## src/rtl/ram_wr_sdram.sv

```systemverilog
// ram_wr_sdram
// ---------------------------------------------------------------------------
// Write-direction staging block between the QSPI write decoder and the SDRAM
// controller write port, in the sdram_clk domain. An 8 x 16-bit staging
// buffer is filled through buf_wen/buf_waddr/buf_wdata while idle. A rising
// edge on qspi_wr_req (which comes from the qspi_clk domain) pushes the buffer
// into the controller as one burst: an address phase, then bl data beats.
//
// Ports:
//   sdram_clk, rst_n             clock and asynchronous active-low reset
//   buf_wen/buf_waddr/buf_wdata  staging-buffer write port (accepted in IDLE only)
//   qspi_wr_req, qspi_wr_addr    write request level (async) and byte address
//   qspi_wr_len                  burst length, only when WR_LEN_EN is defined
//   qspi_wr_busy                 high while a burst is in progress
//   wr_done                      one-cycle pulse after the last beat is accepted
//   wr_addr/wr_avalid/wr_aready  SDRAM word address channel
//   wr_data/wr_valid/wr_ready    SDRAM write data channel
//
// Configuration macro: WR_LEN_EN. When defined, qspi_wr_len is captured with
// the address and selects the burst length (0 or >8 means 8). When undefined
// the burst length is the WR_BL parameter.
// ---------------------------------------------------------------------------
module ram_wr_sdram #(
  parameter int WR_BL = 8
) (
  input  logic        sdram_clk,
  input  logic        rst_n,
  input  logic        buf_wen,
  input  logic [2:0]  buf_waddr,
  input  logic [15:0] buf_wdata,
  input  logic        qspi_wr_req,
  input  logic [23:0] qspi_wr_addr,
`ifdef WR_LEN_EN
  input  logic [3:0]  qspi_wr_len,
`endif
  output logic        qspi_wr_busy,
  output logic        wr_done,
  output logic [23:0] wr_addr,
  output logic        wr_avalid,
  input  logic        wr_aready,
  output logic [15:0] wr_data,
  output logic        wr_valid,
  input  logic        wr_ready
);

  typedef enum logic [1:0] {
    ST_IDLE = 2'd0,
    ST_ADDR = 2'd1,
    ST_DATA = 2'd2
  } state_t;

  state_t      state_r;
  logic [3:0]  wr_cnt_r;
  logic [15:0] buf_r [8];

  // Request synchroniser: req_meta_r absorbs metastability, req0_r/req1_r
  // are the settled level and its one-cycle-delayed copy for edge detection.
  logic req_meta_r;
  logic req0_r;
  logic req1_r;
  logic start_s;

  logic [3:0] bl_s;
  logic       beat_s;
  logic       last_s;
  logic [3:0] cnt_inc_s;
  logic [2:0] next_idx_s;

  // Synchronise the request level into sdram_clk.
  always_ff @(posedge sdram_clk or negedge rst_n) begin
    if (!rst_n) begin
      req_meta_r <= 1'b0;
      req0_r     <= 1'b0;
      req1_r     <= 1'b0;
    end else begin
      req_meta_r <= qspi_wr_req;
      req0_r     <= req_meta_r;
      req1_r     <= req0_r;
    end
  end

  assign start_s = req0_r & ~req1_r;

`ifdef WR_LEN_EN
  logic [3:0] len_r;

  // Capture the requested length together with the address.
  always_ff @(posedge sdram_clk or negedge rst_n) begin
    if (!rst_n) begin
      len_r <= 4'd0;
    end else if ((state_r == ST_IDLE) && start_s) begin
      len_r <= qspi_wr_len;
    end
  end

  // Zero or out-of-range lengths fall back to a full buffer.
  always_comb begin
    if ((len_r == 4'd0) || (len_r > 4'd8)) begin
      bl_s = 4'd8;
    end else begin
      bl_s = len_r;
    end
  end
`else
  assign bl_s = 4'(WR_BL);
`endif

  assign beat_s     = wr_valid & wr_ready;
  assign last_s     = (wr_cnt_r == (bl_s - 4'd1));
  assign cnt_inc_s  = wr_cnt_r + 4'd1;
  assign next_idx_s = cnt_inc_s[2:0];

  // Staging buffer: writes are only honoured while idle so the burst image
  // is frozen from the moment the request is taken.
  always_ff @(posedge sdram_clk or negedge rst_n) begin
    if (!rst_n) begin
      for (int i = 0; i < 8; i++) begin
        buf_r[i] <= 16'd0;
      end
    end else if ((state_r == ST_IDLE) && buf_wen) begin
      buf_r[buf_waddr] <= buf_wdata;
    end
  end

  // Burst FSM with all outputs registered alongside the state.
  // wr_data is preloaded with word 0 before the data phase and advanced to
  // the next word on every accepted beat, so it holds during stalls.
  always_ff @(posedge sdram_clk or negedge rst_n) begin
    if (!rst_n) begin
      state_r      <= ST_IDLE;
      wr_cnt_r     <= 4'd0;
      wr_addr      <= 24'd0;
      wr_avalid    <= 1'b0;
      wr_valid     <= 1'b0;
      wr_data      <= 16'd0;
      qspi_wr_busy <= 1'b0;
      wr_done      <= 1'b0;
    end else begin
      wr_done <= 1'b0;
      case (state_r)
        ST_IDLE: begin
          wr_cnt_r <= 4'd0;
          wr_data  <= buf_r[3'd0];
          if (start_s) begin
            // Byte address to 16-bit word address.
            wr_addr      <= {1'b0, qspi_wr_addr[23:1]};
            wr_avalid    <= 1'b1;
            qspi_wr_busy <= 1'b1;
            state_r      <= ST_ADDR;
          end
        end
        ST_ADDR: begin
          wr_cnt_r <= 4'd0;
          wr_data  <= buf_r[3'd0];
          if (wr_avalid && wr_aready) begin
            wr_avalid <= 1'b0;
            wr_valid  <= 1'b1;
            state_r   <= ST_DATA;
          end
        end
        ST_DATA: begin
          if (beat_s) begin
            if (last_s) begin
              wr_cnt_r     <= 4'd0;
              wr_valid     <= 1'b0;
              wr_data      <= buf_r[3'd0];
              qspi_wr_busy <= 1'b0;
              wr_done      <= 1'b1;
              state_r      <= ST_IDLE;
            end else begin
              wr_cnt_r <= cnt_inc_s;
              wr_data  <= buf_r[next_idx_s];
            end
          end
        end
        default: begin
          wr_cnt_r     <= 4'd0;
          wr_avalid    <= 1'b0;
          wr_valid     <= 1'b0;
          wr_data      <= 16'd0;
          qspi_wr_busy <= 1'b0;
          state_r      <= ST_IDLE;
        end
      endcase
    end
  end

endmodule

```

## config.mk

```make
export PLATFORM = sky130hd
export DESIGN_NAME = ram_wr_sdram
export DESIGN_NICKNAME = d
export VERILOG_FILES = /design/src/rtl/ram_wr_sdram.sv
export SDC_FILE = /design/constraint.sdc
export NUM_CORES = 1
export LEC_CHECK = 0
export CORE_ASPECT_RATIO = 2
export CORE_UTILIZATION = 61
export CTS_CLUSTER_SIZE = 24
export DETAILED_ROUTE_END_ITERATION = 12
export GPL_TIMING_DRIVEN = 0
export PLACE_DENSITY = 0.86
export SYNTH_ARGS = -nofsm -noshare
export SYNTH_HDL_FRONTEND = slang
export SYNTH_SLANG_ARGS = --single-unit
```

## constraint.sdc

```tcl
create_clock -name sdram_clk -period 4.2 [get_ports sdram_clk]
set_input_delay 0.84 -clock sdram_clk [delete_from_list [all_inputs] [get_ports sdram_clk]]
set_output_delay 0.84 -clock sdram_clk [all_outputs]
set_load 0.03 [all_outputs]
```

Word-level counts from Yosys, hierarchy flattened
Index checks and enable logic that the tools add are counted.

word-level totals
  output and inout port bits = 44
  input bits = 49
  logic and storage cells = 76
  flip-flop bits (word level) = 180

operators by class
  reductions and logical operators = 10
  $lt $le $gt $ge = 3
  $add $sub $neg = 1
  bitwise gates (word level) = 8
  multiplexer cells = 28
  equal/unequal tests = 7

operators with widths
  operator               number
  $bwmux W128            1
  $mux W16               5
  $bmux W16 S3           1
  $demux W16 S3          1
  $pmux W16 S2           1
  $mux W4                3
  $reduce_and A4 Y1      3
  $pmux W1 S3            3
  $ge A4 B4 Y1 const B   2
  $mux W1                8
  $mux W2                4
  $ne A2 B2 Y1 const B   4
  $not A3 Y4             2
  $pmux W2 S3            1
  $add A4 B1 Y4 const B  1
  $eq A4 B3 Y1 const B   1
  $lt A4 B1 Y1 const B   1
  $not A1 Y1             4
  $logic_and A1 B1 Y1    3
  $reduce_and A3 Y1      1
  $and A1 B1 Y1          2
  $eq A2 B1 Y1 const B   1
  $eq A2 B2 Y1 const B   1
  $logic_not A2 Y1       1
  2 further kinds        2

Longest topological paths before layout
Gate-level depths: netlist of run 1.

  word-level depth = 8
  mapped depth = 7
  depth with buffers taken out = 5

Worst setup path after synthesis of run 1
OpenSTA, ideal clock, no wires.

  kind = input port to flip-flop
  start point = input buf_waddr[0]
  end point = register buf_r[21] in the netlist's numbering
  arrival = 1,922 ps
  required time = 4,075 ps
  stages on the path = 5
  buffers on the path = 2
  library setup time = 125 ps
  path slack = 2,153 ps
  path through = nor4b_4 -> and3_1 -> buf_6 -> buf_8 -> mux2_2

on the way
  longest elaborated chain between the ends = 6
  elaborated cells on any way between the ends = 7
  those cells by class = order compare (2); mux (3); bitwise (1); reduce/logical (1)

RTL lines
  item                                                                RTL line  text
  start, declared                                                     29        input logic [2:0] buf_waddr,
  $not A3 Y4 (not written as such) *                                  121       buf_r[buf_waddr] <= buf_wdata;
  $ge A4 B4 Y1 (not written as such) or $lt A4 B1 Y1 (tied branches)  121
  $logic_and A1 B1 Y1 (not written as such)                           121
  $mux W16 (not written as such)                                      121
  $demux W16 S3 *                                                     121
  $bwmux W128 *                                                       121
  end signal, assigned by index                                       121
  end, declared                                                       54        logic [15:0] buf_r [8];

Every way passes the cells marked *; elsewhere a longest branch is shown, timed or not.
A chain may end at the register's enable or synchronous reset.

Worst setup path after layout of run 1
  start point = input wr_ready
  end point = register wr_data[6]

on the way
  longest elaborated chain between the ends = 2

RTL lines
  item                    RTL line  text
  start, declared         43        input logic wr_ready
  $and A1 B1 Y1           108       assign beat_s = wr_valid & wr_ready;
  $ne A2 B2 Y1 (no line)  -
  end signal, assigned    143       wr_data <= buf_r[3'd0];
  end signal, assigned    154       wr_data <= buf_r[3'd0];
  end signal, assigned    166       wr_data <= buf_r[3'd0];
  end, declared           41        output logic [15:0] wr_data,

Every way passes these cells.

==> impl_metrics.json, run 1 <==
{
  "synthTopCellsByCount": "dfrtp_1 (180), mux2_2 (137), mux2i_1 (64)",
  "setup_violations": 0,
  "place_congestion": 0.8595,
  "grt_usage_pct": 30.20,
  "coreArea_um2": 13070,
  "postCtsSetupRepairBufs": 0,
  "avgViaCountPerCell": 6.384,
  "yosys.area_share.simple_pct": 3.239,
  "ctsHtreeMaxLevel": 4,
  "multi_input_area_um2": 3381,
  "drt_iter0_markers": 402,
  "synth_top_family_by_area": "multiplexers",
  "yosysWarnings": 0,
  "cts_sinks": 180,
  "antenna_cells": 0,
  "clock-root-buffer": "clkbuf_16",
  "grt_pass1_vias": 6124,
  "layout-drive-gt1-share_pct": 32.68,
  "cts.path.max_buffers": 2,
  "final_max_slew_viol_count": 0,
  "dieArea_um2": 13920,
  "rr_worst_depth": 7,
  "pwr-share-seq_pct": 40.8,
  "critPathLaunch": "wr_ready",
  "std_cell_rows": 59,
  "fin_cells": 862,
  "combPwrFrac_pct": 38.2,
  "r2r_start": "wr_cnt_r[0]$_DFFE_PN0P_",
  "post_cts_resized": 0,
  "synthTopCellsByArea": "dfrtp_1 (55%), mux2_2 (19%), mux2i_1 (7.8%)",
  "intPower_w": 0.004951,
  "nets": 750,
  "dp_cells": 833,
  "power.leakage_nw": 4.190,
  "fin_skew_ns": 0.01172,
  "netlist.area_leader.share_pct": 55.00,
  "ff_latch_area_um2": 4504,
  "die_w_um": 83.93,
  "synth_most_common_cell": "dfrtp_1",
  "synthCells": 590,
  "wl_mm": 19.90,
  "grt_start_max_net_pins": 127,
  "critPathBufInv": 3,
  "sw_frac_of_total_pct": 34.60,
  "synthMuxAreaShare_pct": 29.05,
  "yosysSeqAreaShare_pct": 55.00,
  "critPathMaxFanout": 10,
  "cts_tree": "built",
  "netlist_area_um2": 8189,
  "slowest_delay_ns": 0.53,
  "cts_buffers": 17,
  "slew_headroom_pct": 38.36,
  "dr.pass1.iters": 9,
  "cp.arrival_ns": 2.79,
  "synth_edf_count": 0,
  "fin_total_pwr_w": 0.007570,
  "hold_path_class": "input pin to async pin",
  "final.period_utilization_pct": 57.75,
  "critical_path_class": "input pin to register",
  "power.net_switching_w": 0.002619,
  "syn2layout_area_growth_pct": 20.84,
  "ys_types": 45,
  "p_per_area_nw_per_um2": 765.0,
  "syn_area_per_cell_um2": 13.88,
  "async_flop_share_pct": 100.0,
  "grt_antenna_before_repair": 0,
  "clk_pin_slew_ns": 0.06,
  "min_period_ns": 2.426,
  "cp.required_ns": 4.56,
  "worst_pin_slew_ns": 0.9247,
  "violations": "design-rule violations",
  "crit_family": "buffers and inverters",
  "grt.overflow.total": 0,
  "synth-xor-area-share_pct": 0.2139,
  "crit_path_start_kind": "input pin",
  "yosysTopAreaCell": "dfrtp_1",
  "antenna_left": 0,
  "r2r_setup_slack_ns": 1.84,
  "fin_util_pct": 75.73,
  "rsz0062_at_grt": "false",
  "fill_cells": 806,
  "worst_r2r_endpoint": "wr_data[4]$_DFFE_PN0P_",
  "vias": 5503,
  "post-dp-hpwl_mm": 13.54,
  "grt_first_pass_wirelength_mm": 31.77,
  "p_clk_share_pct": 21.0,
  "yosys.area_share.adder_pct": 0.1528,
  "cp_slowest_cell": "clkdlybuf4s50_1",
  "wire_per_inst_um": 23.09,
  "crit_end": "wr_data[6]$_DFFE_PN0P_",
  "io_buffers": 90,
  "finalHoldViolations": 0,
  "cap_viol_max_count": 0,
  "synth_seq_cells": 180,
  "die_h_um": 165.9,
  "clk_latency_ns": 0.42,
  "synth_compound_area_share_pct": 8.587,
  "io_pins": 93,
  "vdd_drop_max_uv": 391.8,
  "drc": 28,
  "status": "complete, but fails checks",
  "path_depth": 7,
  "path_cells": "clkdlybuf4s50_1 > and2_1 > clkbuf_1 > buf_2 > a32oi_1 > o22ai_1 > a31o_2",
  "start_util_pct": 62.67,
  "ys.flop_type": "dfrtp_1",
  "cts_hold_buf": 0,
  "synth_nets": 640,
  "max_freq_mhz": 412.3,
  "crit_path_end_kind": "register"
}
## area by class of cell
| class | count | share of cell area [%] |
|---|---|---|
| flip-flops and latches | 180 | 45.52 |
| multi-input cells | 354 | 34.16 |
| repair buffers | 91 | 9.432 |
| clock buffers | 17 | 4.299 |
| plain buffers | 39 | 2.428 |
| well taps | 152 | 1.922 |
| clock inverters | 12 | 1.593 |
| inverters | 17 | 0.6448 |
## power by group through the flow
stage,Combinational (W),Clock [W],Sequential [W]
6_report,0.00290,0.00159,0.00309
5_1_grt,0.00307,0.00167,0.00317
4_1_cts,0.00290,0.00161,0.00307
3_5_place_dp,0.00286,0,0.00309
3_3_place_gp,0.00276,0,0.00301
2_1_floorplan,0.00158,0,0.00334
## registers in the layout, indices dropped and copies added, names as in the netlist
| signal | cells |
|---|---|
| buf_r | 128 |
| req1_r | 1 |
| req0_r | 1 |
| wr_addr | 23 |
| wr_cnt_r | 4 |
| req_meta_r | 1 |
| wr_done | 1 |
| state_r | 2 |
| wr_avalid | 1 |
| qspi_wr_busy | 1 |
| wr_valid | 1 |
| wr_data | 16 |
## how the worst min path moves through the flow
stage	start	cells after the start	slack [ns]	end
after floorplan	req_meta_r$_DFF_PN0_	0	0.33	req0_r$_DFF_PN0_
after global placement	req_meta_r$_DFF_PN0_	0	0.34	req0_r$_DFF_PN0_
after detailed placement	req_meta_r$_DFF_PN0_	0	0.34	req0_r$_DFF_PN0_
after CTS	rst_n	1	0.33	wr_addr[13]$_DFFE_PN0P_
after global routing	rst_n	1	0.35	wr_addr[13]$_DFFE_PN0P_
final	rst_n	1	0.33	wr_addr[13]$_DFFE_PN0P_
## logic make-up (layout without fill, tap and decap cells)
family,Yosys count,in the layout
AO/OA/AOI/OAI,93,93
XOR/XNOR,2,2
adder cells (fa/ha/maj),1,1
buffers and inverters,56,176
flip-flops,180,180
multiplexers,215,215
other,1,1
AND/OR/NAND/NOR,42,42
## layer usage
layer	vias up	part of all wire (%)	GRT usage (%)
met4	0	5.9	18.74
met5	-	0	0
met1	2795	35	32.13
met2	238	54	54.28
li1	2393	-	-
met3	77	5.4	5.567
## cell usage in the layout, fill, tap and decap left out, types with 6 or more instances in the layout
| cell | instances |
|---|---|
| buf_2 | 17 |
| o22ai_1 | 16 |
| a22oi_1 | 31 |
| buf_4 | 9 |
| nor2_1 | 8 |
| clkbuf_16 | 17 |
| a31o_2 | 13 |
| inv_1 | 17 |
| a32oi_1 | 15 |
| clkbuf_1 | 8 |
| mux2_4 | 10 |
| mux2_2 | 137 |
| nand2_2 | 6 |
| clkdlybuf4s50_1 | 89 |
| dfrtp_1 | 180 |
| mux2i_1 | 64 |
| nand2_1 | 8 |
## stage by stage
| stage | setup WS [ns] | hold WS, ns | setup TNS [ns] | cell area [um2] |
|---|---|---|---|---|
| after floorplan | 2.153 | 0.3312 | 0 | 8189 |
| after global placement | -4.387 | 0.3365 | -786.21 | 9280 |
| after detailed placement | 1.461 | 0.3358 | 0 | 9313 |
| after CTS | 1.784 | 0.3325 | 0 | 9896 |
| after global routing | 1.717 | 0.3466 | 0 | 9896 |
| final | 1.774 | 0.3304 | 0 | 9896 |
Note: power is estimated with default switching activity, not from simulation.
==> run 2: changes to the inputs <==
--- a/config.mk
+++ b/config.mk
@@ -6,11 +6,11 @@
 export NUM_CORES = 1
 export LEC_CHECK = 0
 export CORE_ASPECT_RATIO = 2
-export CORE_UTILIZATION = 61
+export CORE_UTILIZATION = 56
 export CTS_CLUSTER_SIZE = 24
 export DETAILED_ROUTE_END_ITERATION = 12
 export GPL_TIMING_DRIVEN = 0
-export PLACE_DENSITY = 0.86
+export PLACE_DENSITY = 0.8
 export SYNTH_ARGS = -nofsm -noshare
 export SYNTH_HDL_FRONTEND = slang
 export SYNTH_SLANG_ARGS = --single-unit
==> constraint.sdc (replaced) <==
create_clock -name sdram_clk -period 2.5 [get_ports sdram_clk]
set_input_delay 0.5 -clock sdram_clk [delete_from_list [all_inputs] [get_ports sdram_clk]]
set_output_delay 0.5 -clock sdram_clk [all_outputs]
set_load 0.03 [all_outputs]
==> impl_metrics.json, run 2 (same netlist as run 1, synthesis figures left out) <==
{
  "critPathMaxFanout": 10,
  "clock-root-buffer": "clkbuf_16",
  "nets": 751,
  "rsz0062_at_grt": "false",
  "critPathBufInv": 2,
  "min_period_ns": 2.368,
  "start_util_pct": 57.06,
  "fill_cells": 978,
  "p_per_area_nw_per_um2": 1288,
  "final.period_utilization_pct": 94.71,
  "fin_skew_ns": 0.006197,
  "antenna_cells": 0,
  "grt_first_pass_wirelength_mm": 31.81,
  "drt_iter0_markers": 293,
  "grt.overflow.total": 0,
  "vias": 5489,
  "cts_tree": "built",
  "die_h_um": 173.0,
  "top_regs": "buf_r x128, wr_addr x23, wr_data x16",
  "io_buffers": 90,
  "power.leakage_nw": 4.227,
  "final_cell_mix": "dfrtp_1 (180), mux2_2 (137), clkdlybuf4s50_1 (89)",
  "avgViaCountPerCell": 6.058,
  "critical_path_class": "register to register",
  "finalHoldViolations": 0,
  "clk_latency_ns": 0.43,
  "largest_reg_flops": 128,
  "die_w_um": 87.51,
  "hold_path_class": "register to register",
  "dpl_cell_area_um2": 9363,
  "crit_family": "buffers and inverters",
  "wl_mm": 20.27,
  "postCtsSetupRepairBufs": 0,
  "final_max_slew_viol_count": 0,
  "layout-drive-gt1-share_pct": 32.91,
  "cp_slowest_cell": "dfrtp_1",
  "crit_path_end_kind": "register",
  "std_cell_rows": 62,
  "status": "complete, no violations",
  "place_congestion": 0.8305,
  "timing.hold.ws_ns": 0.3623,
  "ctsHtreeMaxLevel": 4,
  "critPathLaunch": "wr_cnt_r[0]$_DFFE_PN0P_",
  "syn2layout_area_growth_pct": 22.26,
  "cp.arrival_ns": 2.68,
  "io_pins": 93,
  "grt_util_met2_pct": 49.67,
  "clk_pin_slew_ns": 0.07,
  "regMostFlops": "buf_r",
  "cts_buffers": 17,
  "grt_pass1_vias": 6017,
  "post-dp-hpwl_mm": 13.69,
  "dieArea_um2": 15140,
  "stdcell_area_um2": 10010,
  "r2r_start": "wr_cnt_r[0]$_DFFE_PN0P_",
  "worst_pin_slew_ns": 0.7438,
  "antenna_left": 0,
  "crit_path_start_kind": "register",
  "gr-usage-met3_pct": 5.203,
  "multi_input_area_um2": 3381,
  "max_freq_mhz": 422.4,
  "coreArea_um2": 14350,
  "vdd_drop_max_uv": 723.4,
  "met1_usage_pct": 30.14,
  "dr.pass1.iters": 4,
  "cp.required_ns": 2.81,
  "hp-start": "req_meta_r$_DFF_PN0_",
  "setup_violations": 0,
  "grt_antenna_before_repair": 0,
  "slowest_delay_ns": 0.45,
  "path_cells": "ha_1 > xnor2_1 > and2_1 > clkbuf_1 > buf_4 > a22oi_1 > a31o_2",
  "wire_per_inst_um": 22.37,
  "layout_commonest_cell": "dfrtp_1",
  "drc": 0,
  "grt_start_max_net_pins": 136,
  "cap_viol_max_count": 0,
  "cts_sinks": 180,
  "cts.path.max_buffers": 2,
  "grt_usage_pct": 28.61,
  "busiest_layer": "met2",
  "slew_headroom_pct": 50.31,
  "ff_latch_area_um2": 4504
}
==> run 2: cell type report <==
type	count	area share, %
Clock inverter	12	1.900
Buffer	39	2.424
Multi-Input combinational cell	354	33.77
Sequential cell	180	44.99
Timing Repair Buffer	92	9.423
Tap cell	192	2.399
Inverter	17	0.6373
Clock buffer	20	4.461
==> run 2: where the power goes <==
group	leakage (nW)	internal (W)	total, W	switching, W
sequential	2.17	0.00431	0.00516	0.000845
combinational	1.76	0.00244	0.00485	0.00240
clock	0.305	0.00172	0.00289	0.00117
total	4.23	0.00848	0.0129	0.00441
==> run 2: timing repair <==
action,in CTS,in global routing
hold buffers,1,0
resized for setup,0,5
hold endpoints to repair,45,0
setup endpoints to repair,0,2
==> run 2: final timing paths <==
path                                                end  slack (ns)  depth (start not counted)
worst max-delay path             wr_data[5]$_DFFE_PN0P_        0.13                          7
worst min-delay path                   req0_r$_DFF_PN0_        0.36                          0
worst max register to register   wr_data[5]$_DFFE_PN0P_        0.13                          7
worst min register to register         req0_r$_DFF_PN0_        0.36                          0
max in group asynchronous         buf_r[19]$_DFFE_PN0P_        0.95                          3
min in group asynchronous       wr_addr[15]$_DFFE_PN0P_        0.56                          2
==> run 2: metrics by stage <==
| stage | utilization, % | setup TNS [ns] | instances | total power, W | setup WS (ns) |
|---|---|---|---|---|---|
| after global routing | 69.76 | 0 | 906 | 0.01350 | 0.05197 |
| after detailed placement | 65.24 | 0 | 873 | 0.009974 | 0.05186 |
| final | 69.76 | 0 | 906 | 0.01289 | 0.1324 |
| after floorplan | - | 0 | 590 | 0.008256 | 0.6483 |
| after global placement | 65.01 | -1026.25 | 872 | 0.009668 | -5.724 |
| after CTS | 69.75 | 0 | 906 | 0.01291 | 0.05072 |
==> run 2: worst reg2reg max path, cell delays in order, from the launching register on <==
cell	delay, ns
dfrtp_1	0.45
ha_1	0.29
xnor2_1	0.28
and2_1	0.17
clkbuf_1	0.36
buf_4	0.30
a22oi_1	0.13
a31o_2	0.28
==> run 2: metal layers <==
metal  part of all wire (%)  up-vias
met5                      0        -
met4                    5.9        0
met3                    5.3       74
met2                     54      235
met1                     35     2775
li1                       -     2405
==> run 3: changes to the inputs <==
--- a/config.mk
+++ b/config.mk
@@ -6,11 +6,12 @@
 export NUM_CORES = 1
 export LEC_CHECK = 0
 export CORE_ASPECT_RATIO = 2
-export CORE_UTILIZATION = 56
+export CORE_UTILIZATION = 61
 export CTS_CLUSTER_SIZE = 24
 export DETAILED_ROUTE_END_ITERATION = 12
+export GPL_ROUTABILITY_DRIVEN = 0
 export GPL_TIMING_DRIVEN = 0
-export PLACE_DENSITY = 0.8
+export PLACE_DENSITY = 0.86
 export SYNTH_ARGS = -nofsm -noshare
 export SYNTH_HDL_FRONTEND = slang
 export SYNTH_SLANG_ARGS = --single-unit
==> constraint.sdc (replaced) <==
create_clock -name sdram_clk -period 2.8 [get_ports sdram_clk]
set_input_delay 0.56 -clock sdram_clk [delete_from_list [all_inputs] [get_ports sdram_clk]]
set_output_delay 0.56 -clock sdram_clk [all_outputs]
set_load 0.03 [all_outputs]
==> results of run 3 <==
The final DEF is identical to that of run 1. Status: complete, but fails checks: design-rule violations.
Main changes from that run: setup slack after placement 1.461 ns -> 0.3410 ns; setup slack after layout 1.774 ns -> 0.4394 ns; hold slack 0.3304 ns -> 0.05039 ns; start point of the critical path wr_ready -> wr_cnt_r[0]$_DFFE_PN0P_; end point of the critical path wr_data[6]$_DFFE_PN0P_ -> wr_data[4]$_DFFE_PN0P_; register-to-register setup slack 1.84 ns -> 0.44 ns; total power 0.007570 W -> 0.01136 W; worst IR drop on VDD 391.8 uV -> 587.6 uV
